==> src/rtl/load_store_unit_if.sv <==
// -----------------------------------------------------------------------------
// load_store_unit_if
// Data-memory bus between the load/store unit (master) and the data memory
// (slave). Word-addressed, byte-enabled, with a single ready handshake.
//   dmem_req    master->slave  request valid
//   dmem_we     master->slave  request is a write
//   dmem_addr   master->slave  word address (byte address [31:2])
//   dmem_be     master->slave  byte enables, bit i = byte lane i
//   dmem_wdata  master->slave  lane-replicated write data
//   dmem_ready  slave->master  request accepted this cycle
//   dmem_rdata  slave->master  read word, valid the cycle after an accepted read
// -----------------------------------------------------------------------------
interface load_store_unit_if;
   logic        dmem_req;
   logic        dmem_we;
   logic [29:0] dmem_addr;
   logic [3:0]  dmem_be;
   logic [31:0] dmem_wdata;
   logic        dmem_ready;
   logic [31:0] dmem_rdata;

   modport master (
      output dmem_req, dmem_we, dmem_addr, dmem_be, dmem_wdata,
      input  dmem_ready, dmem_rdata
   );

   modport slave (
      input  dmem_req, dmem_we, dmem_addr, dmem_be, dmem_wdata,
      output dmem_ready, dmem_rdata
   );
endinterface

==> src/rtl/load_store_unit.sv <==
// -----------------------------------------------------------------------------
// load_store_unit
// Data-memory access stage between s2 (memory) and s3 (write-back). Drives the
// data memory from the s2 access, holds the request while the memory is not
// ready (raising lsu_stall), and returns aligned, extended load data one cycle
// after the read is accepted.
//
// Ports:
//   clk, rst          clock, synchronous active-high reset
//   acc_valid/we      s2 access present / access is a store
//   acc_addr          byte address
//   acc_size          00 byte, 01 half, 1x word
//   acc_unsigned      loads: 1 zero-extend, 0 sign-extend
//   store_data        store operand
//   dmem              data-memory bus (load_store_unit_if.master)
//   load_valid        load_data newly formed this cycle
//   load_data         extended load result, held between loads
//   lsu_stall         freeze s2 and earlier stages
//   misaligned        one-cycle pulse on a trapped misaligned access
//
// Build option: define LSU_MISALIGN_TRAP_EN to trap misaligned half/word
// accesses (no memory request, load returns 0). Otherwise misaligned accesses
// are aligned down and misaligned stays 0.
// -----------------------------------------------------------------------------
module load_store_unit (
   input  logic                     clk,
   input  logic                     rst,
   input  logic                     acc_valid,
   input  logic                     acc_we,
   input  logic [31:0]              acc_addr,
   input  logic [1:0]               acc_size,
   input  logic                     acc_unsigned,
   input  logic [31:0]              store_data,
   load_store_unit_if.master        dmem,
   output logic                     load_valid,
   output logic [31:0]              load_data,
   output logic                     lsu_stall,
   output logic                     misaligned
);

   typedef enum logic {IDLE, WAIT} state_t;

   state_t      state, state_nxt;

   // held request while the memory is not ready
   logic [29:0] req_addr;
   logic        req_we;
   logic [3:0]  req_be;
   logic [31:0] req_wdata;
   logic [1:0]  req_size;
   logic        req_uns;
   logic [1:0]  req_lane;

   // read response bookkeeping for the cycle after acceptance
   logic        pend;
   logic        pend_zero;
   logic [1:0]  pend_size;
   logic        pend_uns;
   logic [1:0]  pend_lane;
   logic [31:0] load_data_q;

   logic [3:0]  acc_be;
   logic [31:0] acc_wdata;
   logic        acc_mis;
   logic        issue_new;
   logic        trap_load;
   logic [1:0]  rsp_size;
   logic        rsp_uns;
   logic [1:0]  rsp_lane;
   logic [31:0] byte_sh;
   logic [31:0] half_sh;
   logic [31:0] formed;

   always_comb begin
      acc_be    = 4'b1111;
      acc_wdata = store_data;
      unique case (acc_size)
         2'b00: begin
            acc_be    = 4'b0001 << acc_addr[1:0];
            acc_wdata = {4{store_data[7:0]}};
         end
         2'b01: begin
            acc_be    = acc_addr[1] ? 4'b1100 : 4'b0011;
            acc_wdata = {2{store_data[15:0]}};
         end
         default: ;
      endcase
`ifdef LSU_MISALIGN_TRAP_EN
      acc_mis = ((acc_size == 2'b01) && acc_addr[0]) ||
                (acc_size[1] && (acc_addr[1:0] != 2'b00));
`else
      acc_mis = 1'b0;
`endif
   end

   always_comb begin
      state_nxt       = state;
      dmem.dmem_req   = 1'b0;
      dmem.dmem_we    = 1'b0;
      dmem.dmem_addr  = '0;
      dmem.dmem_be    = '0;
      dmem.dmem_wdata = '0;
      lsu_stall       = 1'b0;
      misaligned      = 1'b0;
      issue_new       = 1'b0;
      unique case (state)
         IDLE: begin
            if (acc_valid) begin
               if (acc_mis) begin
                  misaligned = 1'b1;
               end else begin
                  issue_new       = 1'b1;
                  dmem.dmem_req   = 1'b1;
                  dmem.dmem_we    = acc_we;
                  dmem.dmem_addr  = acc_addr[31:2];
                  dmem.dmem_be    = acc_be;
                  dmem.dmem_wdata = acc_wdata;
                  if (!dmem.dmem_ready) begin
                     lsu_stall = 1'b1;
                     state_nxt = WAIT;
                  end
               end
            end
         end
         WAIT: begin
            dmem.dmem_req   = 1'b1;
            dmem.dmem_we    = req_we;
            dmem.dmem_addr  = req_addr;
            dmem.dmem_be    = req_be;
            dmem.dmem_wdata = req_wdata;
            if (dmem.dmem_ready) state_nxt = IDLE;
            else                 lsu_stall = 1'b1;
         end
         default: state_nxt = IDLE;
      endcase
   end

   // response attributes come from whichever source is driving the bus
   always_comb begin
      rsp_size  = (state == WAIT) ? req_size : acc_size;
      rsp_uns   = (state == WAIT) ? req_uns  : acc_unsigned;
      rsp_lane  = (state == WAIT) ? req_lane : acc_addr[1:0];
      trap_load = misaligned && !acc_we;
   end

   always_ff @(posedge clk) begin
      if (rst) begin
         state       <= IDLE;
         req_addr    <= '0;
         req_we      <= 1'b0;
         req_be      <= '0;
         req_wdata   <= '0;
         req_size    <= '0;
         req_uns     <= 1'b0;
         req_lane    <= '0;
         pend        <= 1'b0;
         pend_zero   <= 1'b0;
         pend_size   <= '0;
         pend_uns    <= 1'b0;
         pend_lane   <= '0;
         load_data_q <= '0;
      end else begin
         state <= state_nxt;
         if (issue_new && !dmem.dmem_ready) begin
            req_addr  <= acc_addr[31:2];
            req_we    <= acc_we;
            req_be    <= acc_be;
            req_wdata <= acc_wdata;
            req_size  <= acc_size;
            req_uns   <= acc_unsigned;
            req_lane  <= acc_addr[1:0];
         end
         pend      <= (dmem.dmem_req && dmem.dmem_ready && !dmem.dmem_we) || trap_load;
         pend_zero <= trap_load;
         pend_size <= rsp_size;
         pend_uns  <= rsp_uns;
         pend_lane <= rsp_lane;
         if (pend) load_data_q <= formed;
      end
   end

   // half-word selection uses lane bit 1 only so unaligned halves align down
   always_comb begin
      byte_sh = dmem.dmem_rdata >> {pend_lane, 3'b000};
      half_sh = dmem.dmem_rdata >> {pend_lane[1], 4'b0000};
      unique case (pend_size)
         2'b00:   formed = {{24{!pend_uns && byte_sh[7]}}, byte_sh[7:0]};
         2'b01:   formed = {{16{!pend_uns && half_sh[15]}}, half_sh[15:0]};
         default: formed = dmem.dmem_rdata;
      endcase
      if (pend_zero) formed = '0;
      load_valid = pend;
      load_data  = pend ? formed : load_data_q;
   end

endmodule

==> src/flat_wrapper.sv <==
// flat-port wrapper written by rule: the top's interface ports become plain ports
module load_store_unit_flat 
  (clk, rst, acc_valid, acc_we, acc_addr, acc_size, acc_unsigned, store_data, load_valid, load_data, lsu_stall, misaligned, dmem_dmem_req, dmem_dmem_we, dmem_dmem_addr, dmem_dmem_be, dmem_dmem_wdata, dmem_dmem_ready, dmem_dmem_rdata);
  load_store_unit_if dmem_i ();
  input  logic clk;
  input  logic rst;
  input  logic acc_valid;
  input  logic acc_we;
  input  logic [31:0] acc_addr;
  input  logic [1:0] acc_size;
  input  logic acc_unsigned;
  input  logic [31:0] store_data;
  output logic load_valid;
  output logic [31:0] load_data;
  output logic lsu_stall;
  output logic misaligned;
  output wire logic [$bits(dmem_i.dmem_req)-1:0] dmem_dmem_req;
  output wire logic [$bits(dmem_i.dmem_we)-1:0] dmem_dmem_we;
  output wire logic [$bits(dmem_i.dmem_addr)-1:0] dmem_dmem_addr;
  output wire logic [$bits(dmem_i.dmem_be)-1:0] dmem_dmem_be;
  output wire logic [$bits(dmem_i.dmem_wdata)-1:0] dmem_dmem_wdata;
  input wire logic [$bits(dmem_i.dmem_ready)-1:0] dmem_dmem_ready;
  input wire logic [$bits(dmem_i.dmem_rdata)-1:0] dmem_dmem_rdata;
  assign dmem_dmem_req = dmem_i.dmem_req;
  assign dmem_dmem_we = dmem_i.dmem_we;
  assign dmem_dmem_addr = dmem_i.dmem_addr;
  assign dmem_dmem_be = dmem_i.dmem_be;
  assign dmem_dmem_wdata = dmem_i.dmem_wdata;
  assign dmem_i.dmem_ready = dmem_dmem_ready;
  assign dmem_i.dmem_rdata = dmem_dmem_rdata;
  load_store_unit u_core (.clk(clk), .rst(rst), .acc_valid(acc_valid), .acc_we(acc_we), .acc_addr(acc_addr), .acc_size(acc_size), .acc_unsigned(acc_unsigned), .store_data(store_data), .dmem(dmem_i), .load_valid(load_valid), .load_data(load_data), .lsu_stall(lsu_stall), .misaligned(misaligned));
endmodule
==> config.mk <==
export PLATFORM = sky130hd
export DESIGN_NAME = load_store_unit_flat
export DESIGN_NICKNAME = d
export VERILOG_FILES = /design/src/rtl/load_store_unit_if.sv /design/src/rtl/load_store_unit.sv /design/src/flat_wrapper.sv
export SDC_FILE = /design/constraint.sdc
export NUM_CORES = 1
export LEC_CHECK = 0
export CORE_MARGIN = 10
export CORE_UTILIZATION = 40
export CTS_CLUSTER_DIAMETER = 80
export CTS_CLUSTER_SIZE = 24
export DETAILED_ROUTE_END_ITERATION = 6
export GPL_TIMING_DRIVEN = 0
export PLACE_DENSITY = 0.73
export SETUP_SLACK_MARGIN = 0.05
export SYNTH_ARGS = -nofsm -noshare
export SYNTH_HDL_FRONTEND = slang
export SYNTH_SLANG_ARGS = --single-unit
export TNS_END_PERCENT = 5
==> constraint.sdc <==
create_clock -name clk -period 4.8 [get_ports clk]
set_input_delay 0.96 -clock clk [delete_from_list [all_inputs] [get_ports clk]]
set_output_delay 0.96 -clock clk [all_outputs]
set_load 0.05 [all_outputs]
* After elaboration in Yosys (flattened, before gate mapping)
Cells that the tools add are included.
** Word-level totals
- Flip-flop bits (word level) :: 111
- Bits of input ports :: 104
- Output and inout port bits :: 103
- Logic and storage cells :: 51
** Cells by class
- Equality and inequality tests :: 2
- Shifts and indexed selects :: 3
- Muxes and demuxes :: 22
- Bitwise logic cells :: 1
- Reductions and logical operators :: 10
** Operators with widths (number)
- $pmux W32 S2 :: 3
- $mux W32 :: 2
- $pmux W30 S2 :: 1
- $shr A32 B5 Y16 :: 1
- $shr A32 B5 Y8 :: 1
- $mux W30 :: 1
- $pmux W4 S2 :: 2
- $mux W4 :: 2
- $mux W1 :: 6
- $pmux W1 S2 :: 3
- $logic_and A1 B1 Y1 :: 5
- $eq A2 B1 Y1 const B :: 2
- $logic_not A2 Y1 :: 2
- $mux W2 :: 2
- $shl A1 B2 Y4 const A :: 1
- $logic_not A1 Y1 :: 3
- $not A1 Y1 :: 1

* Depth between registers and ports, before layout
Gate-level depths: netlist of the first run.
- Depth after elaboration :: 4
- Depth in mapped cells :: 6
- Gate-level depth less buffers :: 3

* Worst setup path after synthesis of the first run
OpenSTA, ideal clock, no wires.
- Path type :: input-to-output
- From :: input port acc_valid
- To :: output port dmem_dmem_addr[27]
- Arrival time :: 2.777 ns
- Data required time :: 3.840 ns
- Slack :: 1.063 ns
- Stages :: 5
- Buffers on the path :: 3
- Cell sequence :: clkbuf_1 buf_2 clkbuf_1 nand2_1 o21ai_0
** On the way
- Cells in the longest elaborated chain, start to end :: 2
** RTL lines
- from (decl) :: RTL line flat_wrapper.sv:7 : input logic acc_valid;
- $mux W30 :: RTL line load_store_unit.sv:108 : if (acc_valid) begin
- $pmux W30 S2 :: RTL line load_store_unit.sv:106 : unique case (state)
- to (decl) :: RTL line flat_wrapper.sv:19 : output wire logic [$bits(dmem_i.dmem_addr)-1:0] dmem_dmem_addr;
Every way passes these cells.

* Worst setup path after layout of the first run
- From :: input port dmem_dmem_rdata[23]
- To :: output port load_data[31]
** On the way
- Cells in the longest elaborated chain, start to end :: 4
** RTL lines
- from (decl) :: RTL line flat_wrapper.sv:23 : input wire logic [$bits(dmem_i.dmem_rdata)-1:0] dmem_dmem_rdata;
- $shr A32 B5 Y8 :: RTL line load_store_unit.sv:184 : byte_sh = dmem.dmem_rdata >> {pend_lane, 3'b000};
- $logic_and A1 B1 Y1 :: RTL line load_store_unit.sv:187 : 2'b00: formed = {{24{!pend_uns && byte_sh[7]}}, byte_sh[7:0]};
- $pmux W32 S2 :: RTL line load_store_unit.sv:186 : unique case (pend_size)
- $mux W32 :: RTL line load_store_unit.sv:193 : load_data = pend ? formed : load_data_q;
- to (decl) :: RTL line flat_wrapper.sv:14 : output logic [31:0] load_data;
Every way passes these cells.

==> results.ini, run 1 <==
[floorplanning]
core-area_mm2=0.0151
rows=45
die_x_um=144
dieArea_mm2=0.0208
start_util=0.407
num_io_pins=207
die_y_um=144

[synthesis]
avgSynthCellArea_um2=7.68
syn_area_mm2=0.00617
synth_nets=907
synth_edf_count=0
yosys_warnings=0
ys_async_sr_fraction=0
ys_ff_latch=111
synthCells=803
ys_types=44
ys.flop_type=dfxtp_1
yosysSeqAreaShare=0.360

[clocking]
post_cts_buffers=0
cts_buffers=9
clkTransAtPathRegs_ps=80
holdBufCountCts=0
clockBufferDepth=2
cts_resized=0
cts_tree=built
insertion_delay_ps=370
cts_num_sinks=111
htreeDepth=3
cts-root-buf=clkbuf_16

[final_layout]
post-route-util=0.577
area_growth_pct=41.7
drive_gt1_frac=0.104
layout.nets=1121
mostFrequentLayoutCells=nand2_1, clkdlybuf4s50_1, dfxtp_1, o21ai_0, a21oi_1
finalInstanceArea_mm2=0.00874
n_fill_cell=1404

[pwr]
clkPwrFrac=0.295
p_int_mw=1.65
power_density_mw_per_mm2=298
worst_ir_drop_vdd_uv=203
leakage_nw=3.09
switching_share=0.367
p_sw_mw=0.956
total_power_mw=2.61
pwr-share-comb=0.324
p_seq_frac=0.382

[sta]
rsz0062_at_grt=false
fmax_mhz=234
drv_slew=0
relSlewSlack=0.572
setup_viol=0
tns_ps=0
finalCritPeriodShare=0.890
min_period_ps=4270
skew_ps=13.7
tightestPinTransition_ps=639
finalHoldViolCount=0

[min_path]
min_path_cells=2
hp-class=flop to flop

[setup_path]
slowest_delay_ps=740
crit_chain=clkdlybuf4s50_1 > mux2_2 > a22oi_4 > buf_2 > a31oi_1 > clkdlybuf4s50_1
end_kind=output pin
cp_common_cell=clkdlybuf4s50_1
critPathLaunchType=primary input
cp_max_fo=10
criticalPathCategory=primary input to output pin
r2r_cells=5
required_ps=3840
crit_slowest_cell=clkdlybuf4s50_1
cp.arrival_ps=3310

[run_status]
status=finished clean

[route]
drt_iter0_markers=529
first_pass_iters=5
final_antenna_net_count=0
via_per_inst=5.45
vias=6604
wl_per_cell_um=18.6
finalWirelength_mm=22.6
drc_errors=0

[grt]
track_usage=0.208
use_met2=0.333
grt_use_met1=0.253
gr-max-usage-layer=met2
antenna_found_initial=1
grt_pass1_wl_mm=34.3
grt_pass1_vias=6393
met3_usage=0.0797
grt_overflow=0
grt_max_degree=22

[placed_design]
gp_congestion=0.877
placed_cell_area_mm2=0.00844
hpwl_mm=17.4
io_buffers=203

[run]
maxCapViolCount=0

==> cell usage after synthesis, drive strengths merged, types with 3 or more instances <==
cell	n	share of area
clkbuf	32	0.019
or2	3	0.0030
nand2	211	0.13
o21ai	84	0.068
nor3b	3	0.0061
nand3b	9	0.011
a22oi	8	0.012
inv	4	0.0024
a311oi	16	0.033
mux2i	29	0.047
a21oi	63	0.051
a31o	15	0.021
nor2	52	0.032
dfxtp	111	0.36
mux2	18	0.033
and3b	8	0.011
a221oi	8	0.017
nor2b	9	0.0091
o22ai	9	0.0091
a211oi	35	0.043
nand2b	6	0.0061
buf	44	0.042
a31oi	18	0.021
==> critical path, delay by kind of cell <==
| family | cells | cell delay, ps |
|---|---|---|
| AO/OA/AOI/OAI | 2 | 450 |
| buffers and inverters | 3 | 1530 |
| multiplexers | 1 | 350 |
==> metal layers <==
layer / up-vias / wire length [um]
li1: 3248 / -
met1: 3079 / 9450
met2: 249 / 10500
met3: 28 / 2110
met4: 0 / 461
met5: - / 0
==> power groups by stage <==
| stage | combinational (mW) | sequential (mW) | clock (mW) |
|---|---|---|---|
| final | 0.844 | 0.994 | 0.768 |
| after global routing | 0.895 | 1.00 | 0.809 |
| after CTS | 0.842 | 0.994 | 0.779 |
| after detailed placement | 0.839 | 1.02 | 0 |
| after global placement | 0.837 | 1.01 | 0 |
| after floorplan | 0.521 | 1.01 | 0 |
==> registers in the layout, indices dropped and copies added, names as in the netlist <==
name	cells
u_core.req_we	1
u_core.pend_uns	1
u_core.req_lane	2
u_core.load_data_q	32
u_core.pend_size	2
u_core.req_addr	30
u_core.req_size	2
u_core.req_be	4
u_core.req_uns	1
u_core.load_valid	1
u_core.req_wdata	32
u_core.pend_lane	2
u_core.state	1
==> cell type report <==
class,instances,area [um^2],area share
tap,188,235,0.0269
clock inverter,7,77.6,0.00887
buffer,76,378,0.0432
inverter,4,15.0,0.00172
antenna,1,2.50,0.000286
multi-input combinational,612,3550,0.407
sequential,111,2220,0.254
clock buffer,9,225,0.0258
timing repair buffer,203,2030,0.232
==> kinds of logic (layout without fill, tap and decap cells) <==
| group | Yosys count | in the layout | synth area share |
|---|---|---|---|
| and+or+nand+nor | 307 | 307 | 0.217 |
| other | 1 | 2 | 0.000608 |
| muxes | 47 | 47 | 0.0805 |
| DFF | 111 | 111 | 0.360 |
| buffers and inverters | 80 | 299 | 0.0637 |
| AOI/OAI and AO/OA | 257 | 257 | 0.277 |
==> path summary, 6_finish.rpt <==
path / slack, ps / from / end
setup reg to reg: 3040 / u_core.pend_lane[1]$_SDFF_PP0_ / u_core.load_data_q[4]$_SDFF_PP0_
hold reg to reg: 460 / u_core.req_wdata[7]$_SDFFE_PP0P_ / u_core.req_wdata[7]$_SDFFE_PP0P_
hold / removal: 460 / u_core.req_wdata[7]$_SDFFE_PP0P_ / u_core.req_wdata[7]$_SDFFE_PP0P_
setup / recovery: 530 / dmem_dmem_rdata[23] / load_data[31]
==> metrics by stage <==
stage	hold slack, ps	std cells	setup WS (ps)
6_report	458	1211	529
5_1_grt	474	1211	445
4_1_cts	459	1210	550
3_5_place_dp	449	1194	554
3_3_place_gp	441	1194	566
2_1_floorplan	436	803	1060
(Power assumes the default switching activity.)
==> inputs of run 2 (changes only) <==
--- a/config.mk
+++ b/config.mk
@@ -10,8 +10,9 @@
 export CTS_CLUSTER_DIAMETER = 80
 export CTS_CLUSTER_SIZE = 24
 export DETAILED_ROUTE_END_ITERATION = 6
+export DONT_BUFFER_PORTS = 1
 export GPL_TIMING_DRIVEN = 0
-export PLACE_DENSITY = 0.73
+export PLACE_DENSITY = 0.55
 export SETUP_SLACK_MARGIN = 0.05
 export SYNTH_ARGS = -nofsm -noshare
 export SYNTH_HDL_FRONTEND = slang
==> results.ini, run 2 (same netlist as run 1, synthesis figures left out) <==
[run_status]
status=finished clean

[clocking]
htreeDepth=3
cts_num_sinks=111
cts_resized=0
cts_buffers=9
holdBufCountCts=0
cts_tree=built
insertion_delay_ps=360
cts-root-buf=clkbuf_16
clkTransAtPathRegs_ps=80
clockBufferDepth=2
post_cts_buffers=0

[floorplanning]
die_y_um=144
dieArea_mm2=0.0208
die_x_um=144
start_util=0.407
num_io_pins=207
core-area_mm2=0.0151
rows=45

[final_layout]
final_common_cell=nand2_1
antenna_cells=0
final_cell_count_no_fill=1009
area_growth_pct=9.29
mostFrequentLayoutCells=nand2_1, dfxtp_1, o21ai_1, a21oi_1, nor2_1
post-route-util=0.445
top_regs=u_core.load_data_q x32, u_core.req_wdata x32, u_core.req_addr x30
drive_gt1_frac=0.130
layout.nets=920

[grt]
track_usage=0.200
antenna_found_initial=0
grt_pass1_vias=5830
grt_overflow=0
grt_pass1_wl_mm=32.8
grt_max_degree=20

[setup_path]
cp.arrival_ps=3210
timing.rr.start=u_core.load_valid$_SDFF_PP0_
criticalPathCategory=flop to output pin
setup.worst_path.end=load_data[31]
r2r_end=u_core.load_data_q[31]$_SDFF_PP0_
critPathLaunchType=flop
r2r_cells=5
end_kind=output pin
required_ps=3840
cp-startpoint=u_core.load_valid$_SDFF_PP0_
rrSetupSlack_ps=2550
cp_max_fo=10

[min_path]
hp-class=flop to flop
min_path_cells=2

[route]
first_pass_iters=5
drc_errors=0
final_antenna_net_count=0
finalWirelength_mm=21.5
vias=5912
wl_per_cell_um=21.3
drt_iter0_markers=361
via_per_inst=5.86

[run]
maxCapViolCount=0

[sta]
tns_ps=0
rsz0062_at_grt=false
fmax_mhz=240
finalCritPeriodShare=0.869
setup_viol=0
finalHoldViolCount=0
worst_slack_ps=631
skew_ps=10.2
drv_slew=0
min_period_ps=4170
relSlewSlack=0.0986
tightestPinTransition_ps=1350

[pwr]
power_density_mw_per_mm2=366
clkPwrFrac=0.342
switching_share=0.362
p_int_mw=1.58
leakage_nw=2.36
p_seq_frac=0.404
p_sw_mw=0.893
worst_ir_drop_vdd_uv=167
total_power_mw=2.47
pwr-share-comb=0.254

[placed_design]
hpwl_mm=16.7
io_buffers=0
dpl.cell_count=993
gp_congestion=0.871
dp_slack_ps=1000

## run 2: changes by cell type in the layout (fill, tap and decap cells not counted), sizes merged
cell / change
bufinv: +2
buf: +2
clkdlybuf4s50: -203
diode: -1
inv: +1
clkinv: -3
## run 2: per-layer routing
layer,part of all wire,GRT usage,up-vias
met5,0,0,-
met4,0.019,0.0617,0
met3,0.093,0.0761,31
met2,0.47,0.318,207
met1,0.42,0.246,2830
li1,-,-,2844
## run 2: worst max-delay path, stage by stage, from the launching register on
cell and delay, ps:
dfxtp_1 710, buf_2 290, buf_4 210, clkbuf_1 440, a31oi_1 190, a31oi_1 1010
## run 2: per-stage QoR
step | cell area [um^2] | hold slack [ps]
6_report | 6740 | 453
5_1_grt | 6740 | 480
4_1_cts | 6740 | 458
3_5_place_dp | 6410 | 448
3_3_place_gp | 6400 | 442
2_1_floorplan | 6170 | 436
## run 2: area by class of cell
| class | instances | area (um^2) |
|---|---|---|
| fill | 1570 | 8400 |
| multi-input combinational | 612 | 3550 |
| sequential | 111 | 2220 |
| buffer | 76 | 378 |
| tap | 188 | 235 |
| clock buffer | 9 | 225 |
| clock inverter | 7 | 101 |
| inverter | 4 | 15.0 |
| timing repair buffer | 2 | 11.3 |
## run 2: worst min-delay path by stage
stage / from / to / slack, ps
after floorplan: u_core.req_lane[0]$_SDFFE_PP0P_ / u_core.req_lane[0]$_SDFFE_PP0P_ / 440
after global placement: u_core.req_lane[0]$_SDFFE_PP0P_ / u_core.req_lane[0]$_SDFFE_PP0P_ / 440
final: u_core.req_size[1]$_SDFFE_PP0P_ / u_core.req_size[1]$_SDFFE_PP0P_ / 450
after detailed placement: u_core.req_uns$_SDFFE_PP0P_ / u_core.req_uns$_SDFFE_PP0P_ / 450
after global routing: u_core.req_wdata[3]$_SDFFE_PP0P_ / u_core.req_wdata[3]$_SDFFE_PP0P_ / 480
after CTS: u_core.req_size[1]$_SDFFE_PP0P_ / u_core.req_size[1]$_SDFFE_PP0P_ / 460
## run 2: power groups by stage
stage / Combinational, mW / Sequential [mW] / Clock (mW)
after floorplan: 0.521 / 1.01 / 0
after global placement: 0.610 / 1.02 / 0
after detailed placement: 0.628 / 1.02 / 0
after CTS: 0.628 / 0.996 / 0.865
after global routing: 0.669 / 1.00 / 0.902
final: 0.627 / 0.997 / 0.845
==> inputs of run 3 (changes only) <==
==> constraint.sdc (replaced) <==
create_clock -name clk -period 4.9 [get_ports clk]
set_input_delay 0.98 -clock clk [delete_from_list [all_inputs] [get_ports clk]]
set_output_delay 0.98 -clock clk [all_outputs]
set_load 0.05 [all_outputs]
==> results of run 3 <==
Same layout as run 2 (identical final DEF). Status: finished clean.
Among the figures that moved: setup slack after placement 1000 ps -> 1080 ps; setup slack after layout 631 ps -> 711 ps; register-to-register setup slack 2550 ps -> 2650 ps; total power 2.47 mW -> 2.42 mW; worst IR drop on VDD 167 uV -> 164 uV
